`config.mk`:
```
export PLATFORM = sky130hd
export DESIGN_NAME = jk_reg_bank
export DESIGN_NICKNAME = d
export VERILOG_FILES = /design/src/rtl/jk_pkg.sv /design/src/rtl/jk_cell.sv /design/src/rtl/jk_reg_bank.sv
export SDC_FILE = /design/constraint.sdc
export NUM_CORES = 1
export LEC_CHECK = 0
export BUFFER_PORTS_ARGS = -buffer_cell sky130_fd_sc_hd__buf_2
export CAP_MARGIN = 20
export CORE_ASPECT_RATIO = 1.1
export CORE_MARGIN = 8
export CORE_UTILIZATION = 45
export CTS_BUF_LIST = sky130_fd_sc_hd__clkbuf_2 sky130_fd_sc_hd__clkbuf_4 sky130_fd_sc_hd__clkbuf_8
export DETAILED_ROUTE_END_ITERATION = 8
export PLACE_DENSITY_LB_ADDON = 0.25
export SLEW_MARGIN = 20
export SYNTH_ARGS = -nofsm -noshare
export SYNTH_HDL_FRONTEND = slang
export SYNTH_SLANG_ARGS = --single-unit
```
`constraint.sdc`:
```
create_clock -name clk -period 6.9 [get_ports clk]
set_input_delay 1.38 -clock clk [delete_from_list [all_inputs] [get_ports clk]]
set_output_delay 1.38 -clock clk [all_outputs]
set_load 0.005 [all_outputs]
```
`src/rtl/jk_pkg.sv`:
```
// JK register bank shared definitions: opcode type, opcode
// constants and the per-channel next-state function.
package jk_pkg;

   typedef logic [1:0] jk_op_t;

   localparam jk_op_t JK_HOLD   = 2'b00;
   localparam jk_op_t JK_RESET  = 2'b01;
   localparam jk_op_t JK_SET    = 2'b10;
   localparam jk_op_t JK_TOGGLE = 2'b11;

   // Next q for one channel, excluding reset: load > en opcode > hold.
   function automatic logic jk_next(
      input logic   q,
      input jk_op_t op,
      input logic   load,
      input logic   ld,
      input logic   en
   );
      logic n;
      n = q;
      if (load) begin
         n = ld;
      end else if (en) begin
         case (op)
            JK_RESET:  n = 1'b0;
            JK_SET:    n = 1'b1;
            JK_TOGGLE: n = ~q;
            default:   n = q;
         endcase
      end
      return n;
   endfunction

endpackage

```
`src/rtl/jk_cell.sv`:
```
// One JK channel: a single registered bit with synchronous reset,
// parallel load and JK opcode.
module jk_cell
   import jk_pkg::*;
#(
   parameter logic RST_BIT = 1'b0
) (
   input  logic       clk,
   input  logic       reset,
   input  logic       load,
   input  logic       load_data,
   input  logic       en,
   input  logic [1:0] op,
   output logic       q
);

   // Channel state register; reset wins over every other control.
   always_ff @(posedge clk) begin
      if (reset) begin
         q <= RST_BIT;
      end else begin
         q <= jk_next(q, jk_op_t'(op), load, load_data, en);
      end
   end

endmodule

```
`src/rtl/jk_reg_bank.sv`:
```
// Bank of WIDTH JK channels with a saturating toggle counter and
// optional sticky edge flags (enabled by JK_REG_BANK_STICKY_EN).
module jk_reg_bank
   import jk_pkg::*;
#(
   parameter int               WIDTH     = 8,
   parameter int               CNT_W     = 16,
   parameter logic [WIDTH-1:0] RESET_VAL = {WIDTH{1'b0}}
) (
   input  logic             clk,
   input  logic             reset,
   input  logic             en,
   input  logic [WIDTH-1:0] j,
   input  logic [WIDTH-1:0] k,
   input  logic             load,
   input  logic [WIDTH-1:0] load_data,
   input  logic             clr_flags,
   output logic [WIDTH-1:0] q,
   output logic [WIDTH-1:0] q_rise,
   output logic [WIDTH-1:0] q_fall,
   output logic [CNT_W-1:0] toggle_cnt
);

   localparam int PW = $clog2(WIDTH + 1);
   localparam int SW = ((CNT_W > PW) ? CNT_W : PW) + 1;
   localparam logic [CNT_W-1:0] CNT_MAX = '1;

   genvar gi;
   generate
      for (gi = 0; gi < WIDTH; gi++) begin : g_cell
         jk_cell #(
            .RST_BIT (RESET_VAL[gi])
         ) u_cell (
            .clk       (clk),
            .reset     (reset),
            .load      (load),
            .load_data (load_data[gi]),
            .en        (en),
            .op        ({j[gi], k[gi]}),
            .q         (q[gi])
         );
      end
   endgenerate

   logic [WIDTH-1:0] tog;
   logic [PW-1:0]    pop;
   logic [SW-1:0]    base;
   logic [SW-1:0]    sum;
   logic [CNT_W-1:0] cnt_nx;

   // Count channels that really apply TOGGLE this cycle and saturate.
   always_comb begin
      tog  = {WIDTH{en & ~load}} & j & k;
      pop  = '0;
      for (int i = 0; i < WIDTH; i++) begin
         pop = pop + PW'(tog[i]);
      end
      base = clr_flags ? '0 : SW'(toggle_cnt);
      sum  = base + SW'(pop);
      if (sum > SW'(CNT_MAX)) begin
         cnt_nx = CNT_MAX;
      end else begin
         cnt_nx = CNT_W'(sum);
      end
   end

   // Toggle counter register.
   always_ff @(posedge clk) begin
      if (reset) begin
         toggle_cnt <= '0;
      end else begin
         toggle_cnt <= cnt_nx;
      end
   end

`ifdef JK_REG_BANK_STICKY_EN
   logic [WIDTH-1:0] q_nx;
   logic [WIDTH-1:0] rise_r;
   logic [WIDTH-1:0] fall_r;

   // Next q of each channel, used to flag edges in the same cycle.
   always_comb begin
      q_nx = q;
      for (int i = 0; i < WIDTH; i++) begin
         q_nx[i] = jk_next(q[i], {j[i], k[i]}, load, load_data[i], en);
      end
   end

   // Sticky edge flags; a new edge beats a coincident clear.
   always_ff @(posedge clk) begin
      if (reset) begin
         rise_r <= '0;
         fall_r <= '0;
      end else begin
         rise_r <= (clr_flags ? '0 : rise_r) | (~q & q_nx);
         fall_r <= (clr_flags ? '0 : fall_r) | (q & ~q_nx);
      end
   end

   assign q_rise = rise_r;
   assign q_fall = fall_r;
`else
   assign q_rise = '0;
   assign q_fall = '0;
`endif

endmodule

```
# == After elaboration in Yosys (flattened, before gate mapping) ==
# Cells that the tools add are included.
# op_classes
muxes,26
magnitude_cmp,1
n_bitwise,12
reduce_logical,17
add_sub_neg,8
n_eq_ne,24
# ops
operator,count
equality test 2 bit (second input constant),16
2-to-1 mux 16 bit,2
nonzero test 4 bit,8
case mux 1 bit (3 select lines),8
adder 16 x 4 -> 17 bit,1
greater-than comparator 17 x 16 -> 1 bit (second input constant),1
adder 4 x 1 -> 4 bit,4
bitwise AND 8 bit,2
equality test 2 x 1 -> 1 bit (second input constant),8
2-to-1 mux 1 bit,16
AND reduction 2 bit,8
NOT 1 bit,9
adder 3 x 1 -> 4 bit,1
adder 2 x 1 -> 3 bit,1
adder 1 x 1 -> 2 bit,1
nonzero test 2 bit,1
bitwise AND 1 bit,1
# word_totals
inputBits,29
word_cells,97
output_inout_bits,40
regBits,24

# == Depth between registers and ports, before layout ==
# Gate-level depths: netlist of run 1.
# depth
word_depth,14
depth_mapped,16

# == By module ==
# Synthesis of run 1 repeated with hierarchy kept, for this count alone.
# unflattened
hier_cells,266
hier_area_um2,2194.6
# modules_own_cells
mod,area_each_um2,instances,seq_area_each_um2,cells_per_inst
jk_reg_bank,1323.8,1,320.3,154
jk_cell,108.9,8,20.0,14

# == Least setup slack after synthesis of run 1 ==
# OpenSTA, ideal clock, no wires.
# synth_path
path_kind,input to register
from,in en
to,reg toggle_cnt[0]
stages,16
setup_slack_ps,1556
setup_time_ps,71
arrival_ps,5274
path_cell_list,clkbuf_1 -> nor2b_1 -> nand3_1 -> fa_1 -> fa_1 -> inv_1 -> fa_1 -> fa_1 -> inv_1 -> fa_1 -> nand2b_1 -> a21oi_1 -> buf_2 -> nand3_1 -> buf_2 -> a21oi_1
# synth_via
elab_chain_len,13
# synth_lines
element,line,source
from (decl),jk_reg_bank.sv:12,"input logic en,"
bitwise AND 1 bit *,jk_reg_bank.sv:53,tog = {WIDTH{en & ~load}} & j & k;
bitwise AND 8 bit * (2 in a row),jk_reg_bank.sv:53,
adder 1 x 1 -> 2 bit,jk_reg_bank.sv:56,pop = pop + PW'(tog[i]);
adder 2 x 1 -> 3 bit,jk_reg_bank.sv:56,
adder 3 x 1 -> 4 bit,jk_reg_bank.sv:56,
adder 4 x 1 -> 4 bit (3 in a row),jk_reg_bank.sv:56,
adder 4 x 1 -> 4 bit *,jk_reg_bank.sv:56,
adder 16 x 4 -> 17 bit *,jk_reg_bank.sv:59,sum = base + SW'(pop);
greater-than comparator 17 x 16 -> 1 bit,jk_reg_bank.sv:60,if (sum > SW'(CNT_MAX)) begin
2-to-1 mux 16 bit *,jk_reg_bank.sv:60,
to (signal assigned),jk_reg_bank.sv:72,toggle_cnt <= cnt_nx;
to (decl),jk_reg_bank.sv:21,output logic [CNT_W-1:0] toggle_cnt
# Every way passes the cells marked *; elsewhere a longest branch is shown, timed or not.
# A chain may end at the register's enable or synchronous reset.

# == Worst setup path in the final report of run 1 ==
# layout_path
from,in en
to,reg toggle_cnt[6]
# Same word-level chain as after synthesis.

==> flow_metrics.py, run 1 <==
metrics = {
    "global_routing": {
        "busiest_layer": "met2",
        "grt_pass1_vias": 1438,
        "use_met3_pct": 3.52,
        "antenna_found_initial": 0,
        "gr-usage-met2_pct": 23.0,
        "grt_pass1_wl_mm": 6.53,
        "gr-usage-met1_pct": 16.2,
        "grt-ovfl-total": 0,
        "grt_max_degree": 24,
        "grt_util_all_layers_pct": 13.6,
    },
    "sta": {
        "period_share_pct": 80.6,
        "max_freq_ghz": 0.180,
        "finalSetupViolations": 0,
        "rsz0062_at_grt": "no",
        "fin_tns_setup_ps": 0,
        "setup_ws_ps": 1340,
        "hold_viol_final": 0,
        "drv_slew": 0,
        "finClkSkew_ps": 4.16,
        "post-route-min-period_ps": 5560,
    },
    "route": {
        "drcViolationCount": 0,
        "firstDrtPassIters": 4,
        "avgViaCountPerCell": 5.28,
        "routed_wl_mm": 4.10,
        "vias": 1500,
        "wl_per_cell_um": 14.4,
        "first_iter_violations": 97,
        "ant_nets": 0,
    },
    "critical_path": {
        "cp_top_family": "adder cells",
        "crit_type": "in2reg",
        "critPathCaptureType": "flip-flop",
        "cpMostUsedCell": "fa_1",
        "r2r_cells": 12,
        "cp_max_fo": 17,
        "r2r_slack_ps": 3430,
        "critPathLaunch": "en",
        "critPathBufInv": 4,
        "crit_chain": "buf_2, nor2b_1, nand3_1, fa_1, fa_1, inv_1, fa_1, fa_1, inv_1, fa_1, nand2b_1, a21oi_1, buf_4, nand3_1, o22ai_1",
        "worst_setup_path_start_kind": "input port",
        "cp.required_ps": 7090,
        "r2r-end": "toggle_cnt[6]$_SDFF_PP0_",
        "reg2reg_from": "toggle_cnt[0]$_SDFF_PP0_",
        "critical_path_arrival_ps": 5750,
        "cpPeakStageDelay_ps": 570,
        "crit_slowest_cell": "fa_1",
    },
    "floorplanning": {
        "design.core.area_um2": 3600,
        "die_height_um": 79.8,
        "io_pins": 69,
        "start_util_pct": 46.3,
        "die_w_um": 74.0,
        "fp.dieArea_um2": 5900,
        "rows": 23,
    },
    "power_and_ir_drop": {
        "finalPower_mw": 0.318,
        "powerDensity_nw_per_um2": 168,
        "leakage_nw": 0.852,
        "peakVddDrop_v": 0.0000668,
    },
    "worst_hold_path": {
        "hp-class": "reg2reg",
        "hold_path_startpoint": "toggle_cnt[11]$_SDFF_PP0_",
        "holdPathStages": 2,
        "whs_endpoint": "toggle_cnt[11]$_SDFF_PP0_",
    },
    "run": {
        "max_cap_viol_count": 0,
    },
    "logic_synthesis": {
        "synth_top_area_share_pct": 28.9,
        "seq_area_frac_synth_pct": 28.9,
        "async_reset_ff_share_pct": 0,
        "synth-seq-cells": 24,
        "ys_top_cells_by_area": "dfxtp_1 29%, buf_4 11%, a21oi_1 7.2%",
        "synth_edf_count": 0,
        "yosysWarnings": 0,
        "syn_avg_cell_area_um2": 8.45,
        "synth_top_cells_by_count": "24 x a21oi_1, 24 x buf_4, 24 x dfxtp_1",
        "synth.largest_area_cell": "dfxtp_1",
        "syn-cell-area_um2": 1660,
        "syn_inst": 197,
        "synth_ff_type": "dfxtp_1",
        "ys_types": 46,
    },
    "outcome": {
        "status": "complete, no violations",
    },
    "place": {
        "place.port_buffers": 52,
        "place_ws_ps": 1080,
        "routabilityCongestion": 0.808,
        "hpwl_mm": 3.16,
    },
    "finish": {
        "antennaDiodeCount": 0,
        "nets": 275,
        "drive_gt1_share_pct": 25.6,
        "area_growth_pct": 13.6,
        "num-fill-cells": 362,
    },
    "clock_network": {
        "clk_pin_slew_ps": 90,
        "cts_resized": 0,
        "cts_root_buf": "clkbuf_8",
        "htreeDepth": 1,
        "cts_num_sinks": 24,
        "cts_buffer_depth": 2,
        "cts_tree": "done",
        "worstSkewPairLatency_ps": 270,
        "numCtsBuffers": 3,
        "cts_setup_buffers": 0,
        "cts-hold-fix-buffers": 0,
    },
}
[per-stage QoR]
| step | cells | area (µm²) | util [%] | hold slack [ps] |
|---|---|---|---|---|
| floorplan | 212 | 1720 | - | 534 |
| global placement | 280 | 1820 | 50.6 | 557 |
| detailed placement | 280 | 1820 | 50.6 | 567 |
| CTS | 284 | 1890 | 52.6 | 577 |
| global route | 284 | 1890 | 52.6 | 620 |
| finish | 284 | 1890 | 52.6 | 578 |
[logic make-up after synthesis]
logic type | count (synthesis) | share of synthesized area (%)
compound gates | 57 | 22.6
xor+xnor | 4 | 2.11
fa+ha+maj | 11 | 10.5
buf+inv | 47 | 16.6
flops | 24 | 28.9
mux | 1 | 0.602
other cells | 1 | 0.225
simple gates | 52 | 18.5
[cells in the final DEF, fill, tap and decap left out, types with 2 or more instances in the layout]
master    synthesis  layout
a211oi_1          5       5
a21oi_1          24      24
a311oi_1          8       8
a31oi_1           8       8
and2b_1           3       3
and3_1            6       6
buf_2             2      52
clkbuf_8          0       3
conb_1            1      16
dfxtp_1          24      24
fa_1              5       5
ha_1              6       6
inv_1            12      12
nand2_1           4       4
nand2b_1          2       2
nand3_1           6       6
nand4_1           3       3
nor2_1           12      12
nor2b_1           5       5
or4_1             2       2
xnor2_1           3       3
[worst reg2reg max path, cell delays in order (launching register included)]
cell and delay, ps:
dfxtp_1 340, nand2_1 80, fa_1 520, inv_1 60, fa_1 570, fa_1 220, inv_1 60, fa_1 390
nand2b_1 180, a21oi_1 130, buf_4 190, nand3_1 370, o22ai_1 290
[flip-flops by register name (all words and copies together), names as in the netlist]
register	cells
toggle_cnt	16
g_cell.u_cell.q	8
[power by group]
group,internal [mW],switching (mW),leakage (nW)
sequential,0.143,0.00335,0.195
clock,0.0776,0.0481,0.0357
combinational,0.0199,0.0256,0.621
total,0.241,0.0771,0.852
[how the worst max path moves through the flow]
stage,endpoint,slack (ps),depth (start not counted)
after floorplan,toggle_cnt[0]$_SDFF_PP0_,1560,16
after global placement,toggle_cnt[6]$_SDFF_PP0_,1190,15
after detailed placement,toggle_cnt[6]$_SDFF_PP0_,1080,15
after CTS,toggle_cnt[6]$_SDFF_PP0_,1340,15
after global routing,toggle_cnt[6]$_SDFF_PP0_,870,15
final,toggle_cnt[6]$_SDFF_PP0_,1340,15
[final cells by class]
| class | instances | area [µm²] | area share [%] |
|---|---|---|---|
| Clock buffer | 3 | 41.3 | 2.18 |
| Clock inverter | 1 | 30.0 | 1.59 |
| Inverter | 12 | 45.0 | 2.38 |
| Multi-Input combinational cell | 141 | 963 | 51.0 |
| Sequential cell | 24 | 480 | 25.4 |
| Tap cell | 50 | 62.6 | 3.31 |
| Timing Repair Buffer | 53 | 268 | 14.2 |
[per-layer routing]
metal / part of all wire, % / routed length (µm)
met5: 0 / 0
met4: 0.71 / 29
met3: 10 / 409
met2: 47 / 1920
met1: 42 / 1740
Note: power is estimated with default switching activity, not from simulation.
==> run 2: changes to the inputs <==
--- a/config.mk
+++ b/config.mk
@@ -5,6 +5,7 @@
 export SDC_FILE = /design/constraint.sdc
 export NUM_CORES = 1
 export LEC_CHECK = 0
+export ABC_AREA = 1
 export BUFFER_PORTS_ARGS = -buffer_cell sky130_fd_sc_hd__buf_2
 export CAP_MARGIN = 20
 export CORE_ASPECT_RATIO = 1.1
==> constraint.sdc (replaced) <==
create_clock -name clk -period 5.1 [get_ports clk]
set_input_delay 1.02 -clock clk [delete_from_list [all_inputs] [get_ports clk]]
set_output_delay 1.02 -clock clk [all_outputs]
set_load 0.005 [all_outputs]
==> run 2 against run 1 <==
Cell area is 10% higher. Worst hold slack worse by 87 ps. Clock-buffer cell count is 1 higher. Clock skew hardly changed. First-iteration DRC count is 52% higher. Flip-flop and latch count stayed put. Critical path type unchanged. Highest routed layer unchanged.
==> flow_metrics.py, run 2 <==
metrics = {
    "power_and_ir_drop": {
        "finalPower_mw": 0.395,
        "p_comb_share_pct": 16.4,
        "clkPwrFrac_pct": 33.5,
        "peakVddDrop_v": 0.000114,
        "leakage_nw": 1.08,
        "p_sw_share_pct": 26.7,
        "intPower_mw": 0.290,
        "seqPwrFrac_pct": 50.1,
        "powerDensity_nw_per_um2": 189,
        "p_switching_mw": 0.106,
    },
    "clock_network": {
        "clk_pin_slew_ps": 90,
        "cts_root_buf": "clkbuf_8",
        "cts_setup_buffers": 0,
        "cts_buffer_depth": 2,
        "cts_tree": "done",
        "worstSkewPairLatency_ps": 270,
        "htreeDepth": 1,
        "numCtsBuffers": 3,
        "cts-hold-fix-buffers": 0,
        "cts_num_sinks": 24,
        "cts_resized": 0,
    },
    "logic_synthesis": {
        "synth_ff_type": "dfxtp_1",
        "seq_area_frac_synth_pct": 25.8,
        "syn-cell-area_um2": 1870,
        "ys_top_cells_by_area": "dfxtp_1 26%, nand2_1 11%, buf_4 9.7%",
        "yosysMostFrequentCell": "nand2_1",
        "synth_top_area_share_pct": 25.8,
        "syn_avg_cell_area_um2": 6.71,
        "syn_inst": 278,
        "yosysWarnings": 0,
        "synth-seq-cells": 24,
        "synth.largest_area_cell": "dfxtp_1",
        "synth_edf_count": 0,
        "async_reset_ff_share_pct": 0,
        "ys_types": 30,
        "synth_top_cells_by_count": "54 x nand2_1, 44 x inv_1, 29 x nor2_1",
    },
    "run": {
        "max_cap_viol_count": 0,
    },
    "place": {
        "place.port_buffers": 52,
        "routabilityCongestion": 0.916,
        "hpwl_mm": 3.61,
        "dp_cells": 367,
    },
    "worst_hold_path": {
        "holdPathStages": 2,
        "hp-class": "reg2reg",
        "hold_path_startpoint": "g_cell[5].u_cell.q$_SDFFE_PP0P_",
    },
    "route": {
        "ant_nets": 0,
        "routed_wl_mm": 4.48,
        "vias": 1790,
        "first_iter_violations": 147,
        "avgViaCountPerCell": 4.82,
        "wl_per_cell_um": 12.1,
        "firstDrtPassIters": 4,
        "drcViolationCount": 0,
    },
    "floorplanning": {
        "die_height_um": 83.5,
        "rows": 24,
        "io_pins": 69,
        "start_util_pct": 47.1,
        "die_w_um": 77.4,
        "design.core.area_um2": 3960,
        "fp.dieArea_um2": 6460,
    },
    "critical_path": {
        "worst_setup_path_start_kind": "input port",
        "cp.required_ps": 5280,
        "critPathCaptureType": "flip-flop",
        "critical_path_arrival_ps": 4810,
        "cp_max_fo": 15,
        "reg2reg_from": "toggle_cnt[0]$_SDFF_PP0_",
        "crit_type": "in2reg",
        "r2r_cells": 14,
        "critPathLaunch": "en",
    },
    "sta": {
        "finClkSkew_ps": 4.65,
        "drv_slew": 0,
        "max_freq_ghz": 0.216,
        "post-route-min-period_ps": 4640,
        "holdWs_ps": 491,
        "rsz0062_at_grt": "no",
        "finalSetupViolations": 0,
        "period_share_pct": 90.9,
        "fin_tns_setup_ps": 0,
        "hold_viol_final": 0,
    },
    "finish": {
        "drive_gt1_share_pct": 21.6,
        "largest_reg_flops": 16,
        "top_regs": "toggle_cnt: 16 flops, g_cell.u_cell.q: 8 flops",
        "mostFrequentLayoutCell": "nand2_1",
        "antennaDiodeCount": 0,
        "num-fill-cells": 437,
        "mostFrequentLayoutCells": "54 x nand2_1, 52 x buf_2, 44 x inv_1",
        "area_growth_pct": 11.9,
        "top_register": "toggle_cnt",
        "fin_cells": 371,
        "regArea_um2": 480,
        "multi_input_area_um2": 1040,
        "nets": 360,
    },
    "global_routing": {
        "grt_pass1_wl_mm": 7.60,
        "grt_pass1_vias": 1768,
        "antenna_found_initial": 0,
        "grt-ovfl-total": 0,
        "grt_max_degree": 21,
        "grt_util_all_layers_pct": 13.7,
    },
    "outcome": {
        "status": "complete, no violations",
    },
}
==> run 2: routing by layer <==
metal  vias up  global-route usage [%]  wire [µm]
li1        915                       -          -
met1       805                    15.6       1890
met2        63                    24.0       2230
met3         7                    3.23        285
met4         0                    4.98         68
met5         -                       0          0
==> run 2: final timing paths <==
path | end | slack (ps)
max | toggle_cnt[11]$_SDFF_PP0_ | 460
min | g_cell[5].u_cell.q$_SDFFE_PP0P_ | 490
max reg2reg | toggle_cnt[11]$_SDFF_PP0_ | 1960
min reg2reg | g_cell[5].u_cell.q$_SDFFE_PP0P_ | 490
==> run 2: worst max-delay path, stage by stage <==
cell and delay (ps):
buf_2 170, clkinv_1 100, nor2_1 190, nand3_1 140, fa_1 520, fa_1 540
inv_1 50, fa_1 500, fa_1 450, inv_1 80, fa_1 200, nor2_1 60
nor2_1 290, nor2_4 100, nand3_4 180, nand3_1 110, nand2_1 70, inv_1 50
==> run 2: area by class of cell <==
cell class	count	area share [%]
clock buffer	4	2.64
inverter	47	8.57
multi-input combinational	191	49.8
timing repair buffer	53	12.8
sequential	24	23.0
tap	52	3.12
==> run 2: power by group through the flow <==
stage	sequential [mW]	combinational (mW)	clock [mW]
final	0.198	0.0647	0.132
after detailed placement	0.202	0.0645	0
after CTS	0.198	0.0650	0.138
after floorplan	0.202	0.0533	0
after global placement	0.202	0.0640	0
after global routing	0.199	0.0745	0.144
==> run 2: cell families after synthesis <==
family	share of synthesized area, %
DFF	25.8
and+or+nand+nor	29.8
adders and majority gates	9.39
AOI/OAI and AO/OA	11.0
xor gates and xnor gates	2.35
buffers and inverters	21.5
other	0.201
==> run 2: stage by stage <==
step | instance area [µm²] | setup slack, ps | util, %
finish | 2090 | 463 | 52.7
global route | 2090 | 183 | 52.7
CTS | 2090 | 445 | 52.7
detailed placement | 2030 | 142 | 51.3
global placement | 2030 | 219 | 51.3
floorplan | 1920 | 85.7 | -
==> run 3: changes to the inputs <==
==> constraint.sdc (replaced) <==
create_clock -name clk -period 4.95 [get_ports clk]
set_input_delay 0.99 -clock clk [delete_from_list [all_inputs] [get_ports clk]]
set_output_delay 0.99 -clock clk [all_outputs]
set_load 0.005 [all_outputs]
==> run 3 against run 2 <==
Sequential share of layout area shrank 0.29 points. Wire length is 1.5% higher. Clock-buffer cell count decreased by 1. Highest routed layer unchanged. Worst setup slack got worse by 1.9 ps. Clock power up 33%. Worst hold slack barely moved. Flip-flop and latch count unchanged. Clock skew hardly changed. Critical endpoint is now toggle_cnt[14]$_SDFF_PP0_. Utilization increased by 0.66 points. Non-clock buffer count increased by 1. Critical path depth down 1.
==> flow_metrics.py, run 3 (synthesized netlist as in run 2, its figures left out) <==
metrics = {
    "route": {
        "wl_per_cell_um": 12.2,
        "firstDrtPassIters": 4,
        "ant_nets": 0,
        "vias": 1763,
        "avgViaCountPerCell": 4.74,
        "first_iter_violations": 81,
        "routed_wl_mm": 4.55,
        "drcViolationCount": 0,
    },
    "floorplanning": {
        "die_w_um": 77.4,
        "design.core.area_um2": 3960,
        "die_height_um": 83.5,
        "io_pins": 69,
        "start_util_pct": 47.1,
        "rows": 24,
        "fp.dieArea_um2": 6460,
    },
    "power_and_ir_drop": {
        "leakage_nw": 1.09,
        "peakVddDrop_v": 0.000127,
        "powerDensity_nw_per_um2": 212,
    },
    "finish": {
        "largest_reg_flops": 16,
        "top_register": "toggle_cnt",
        "top_regs": "toggle_cnt: 16 flops, g_cell.u_cell.q: 8 flops",
        "antennaDiodeCount": 0,
        "nets": 361,
        "area_growth_pct": 13.3,
        "mostFrequentLayoutCells": "54 x nand2_1, 52 x buf_2, 44 x inv_1",
        "drive_gt1_share_pct": 22.2,
        "mostFrequentLayoutCell": "nand2_1",
        "final_area_um2": 2110,
        "num-fill-cells": 413,
    },
    "clock_network": {
        "cts_tree": "done",
        "clk_pin_slew_ps": 90,
        "cts_root_buf": "clkbuf_8",
        "cts_num_sinks": 24,
        "cts_resized": 0,
        "cts_setup_buffers": 0,
        "htreeDepth": 1,
        "numCtsBuffers": 3,
        "worstSkewPairLatency_ps": 270,
        "cts_buffer_depth": 2,
        "cts-hold-fix-buffers": 0,
    },
    "sta": {
        "post-route-min-period_ps": 4490,
        "max_freq_ghz": 0.223,
        "period_share_pct": 90.7,
        "worst_pin_slew_ps": 509,
        "rsz0062_at_grt": "no",
        "fin_tns_setup_ps": 0,
        "hold_viol_final": 0,
        "drv_slew": 0,
        "finClkSkew_ps": 4.50,
        "relSlewSlack_pct": 66.0,
        "finalSetupViolations": 0,
    },
    "place": {
        "routabilityCongestion": 0.902,
        "place.port_buffers": 52,
        "dpl-instance-area_um2": 2040,
        "hpwl_mm": 3.57,
    },
    "critical_path": {
        "cp_max_fo": 15,
        "cp_top_family": "adder cells",
        "cpMostUsedCell": "fa_1",
        "worst_setup_path_start_kind": "input port",
        "critPathCaptureType": "flip-flop",
        "crit_type": "in2reg",
        "crit_chain": "buf_2, nor2_1, nand3_1, fa_1, fa_1, inv_1, fa_1, fa_1, inv_1, fa_1, nor2_1, nor2_2, nor2_4, nand3_4, nand3_1, nand2_1, inv_1",
        "critPathBufInv": 4,
        "critical_path_arrival_ps": 4710,
        "cpPeakStageDelay_ps": 570,
        "cp.required_ps": 5170,
        "crit_slowest_cell": "fa_1",
    },
    "global_routing": {
        "antenna_found_initial": 0,
        "grt_pass1_wl_mm": 7.98,
        "grt_util_all_layers_pct": 14.4,
        "grt_pass1_vias": 1850,
        "grt_max_degree": 21,
        "grt-ovfl-total": 0,
    },
    "run": {
        "max_cap_viol_count": 0,
    },
    "outcome": {
        "status": "complete, no violations",
    },
    "worst_hold_path": {
        "hp-class": "reg2reg",
    },
}
==> run 3: changes by cell type in the layout (fill, tap and decap cells not counted), sizes merged <==
cell    before  now
clkbuf       4    3
buf         53   54
bufinv       0    1
==> run 3: power breakdown <==
group	leakage (nW)	internal (mW)	switching, mW
Combinational	0.858	0.0274	0.0403
Clock	0.0357	0.108	0.0672
Sequential	0.196	0.201	0.00356
Total	1.09	0.336	0.111
==> run 3: path summary, 6_finish.rpt <==
check | start | cells past startpoint | slack [ps] | end
max | load | 17 | 460 | toggle_cnt[14]$_SDFF_PP0_
min reg2reg | g_cell[3].u_cell.q$_SDFFE_PP0P_ | 2 | 490 | g_cell[3].u_cell.q$_SDFFE_PP0P_
max reg2reg | toggle_cnt[0]$_SDFF_PP0_ | 14 | 1850 | toggle_cnt[14]$_SDFF_PP0_
min | g_cell[3].u_cell.q$_SDFFE_PP0P_ | 2 | 490 | g_cell[3].u_cell.q$_SDFFE_PP0P_
==> run 3: metal layers <==
metal	GRT usage, %	share of wire, %	vias to the layer above
met3	3.02	5.3	6
li1	-	-	921
met2	25.7	49	47
met1	16.6	44	789
met5	0	0	-
met4	4.47	1.1	0
==> run 3: stage by stage <==
step	cells	worst slack, ps	hold WS [ps]	power, mW	util (%)
finish	372	461	491	0.447	53.3
global route	372	117	506	0.467	53.3
CTS	372	454	494	0.451	53.3
detailed placement	368	172	475	0.276	51.5
global placement	368	266	474	0.275	51.5
floorplan	293	62.0	456	0.263	-
==> run 3: layout make-up <==
class	instances	area [µm²]	share of cell area, %
clock inverters	1	30.0	1.42
clock buffers	3	41.3	1.95
multi-input cells	191	1040	49.3
flip-flops and latches	24	480	22.7
repair buffers	54	275	13.0
inverters	47	179	8.47
well taps	52	65.1	3.08
==> run 3: tightest hold or removal path, stage by stage, from the launching register on <==
cell and delay [ps]:
dfxtp_1 320, inv_1 60, a211oi_1 70
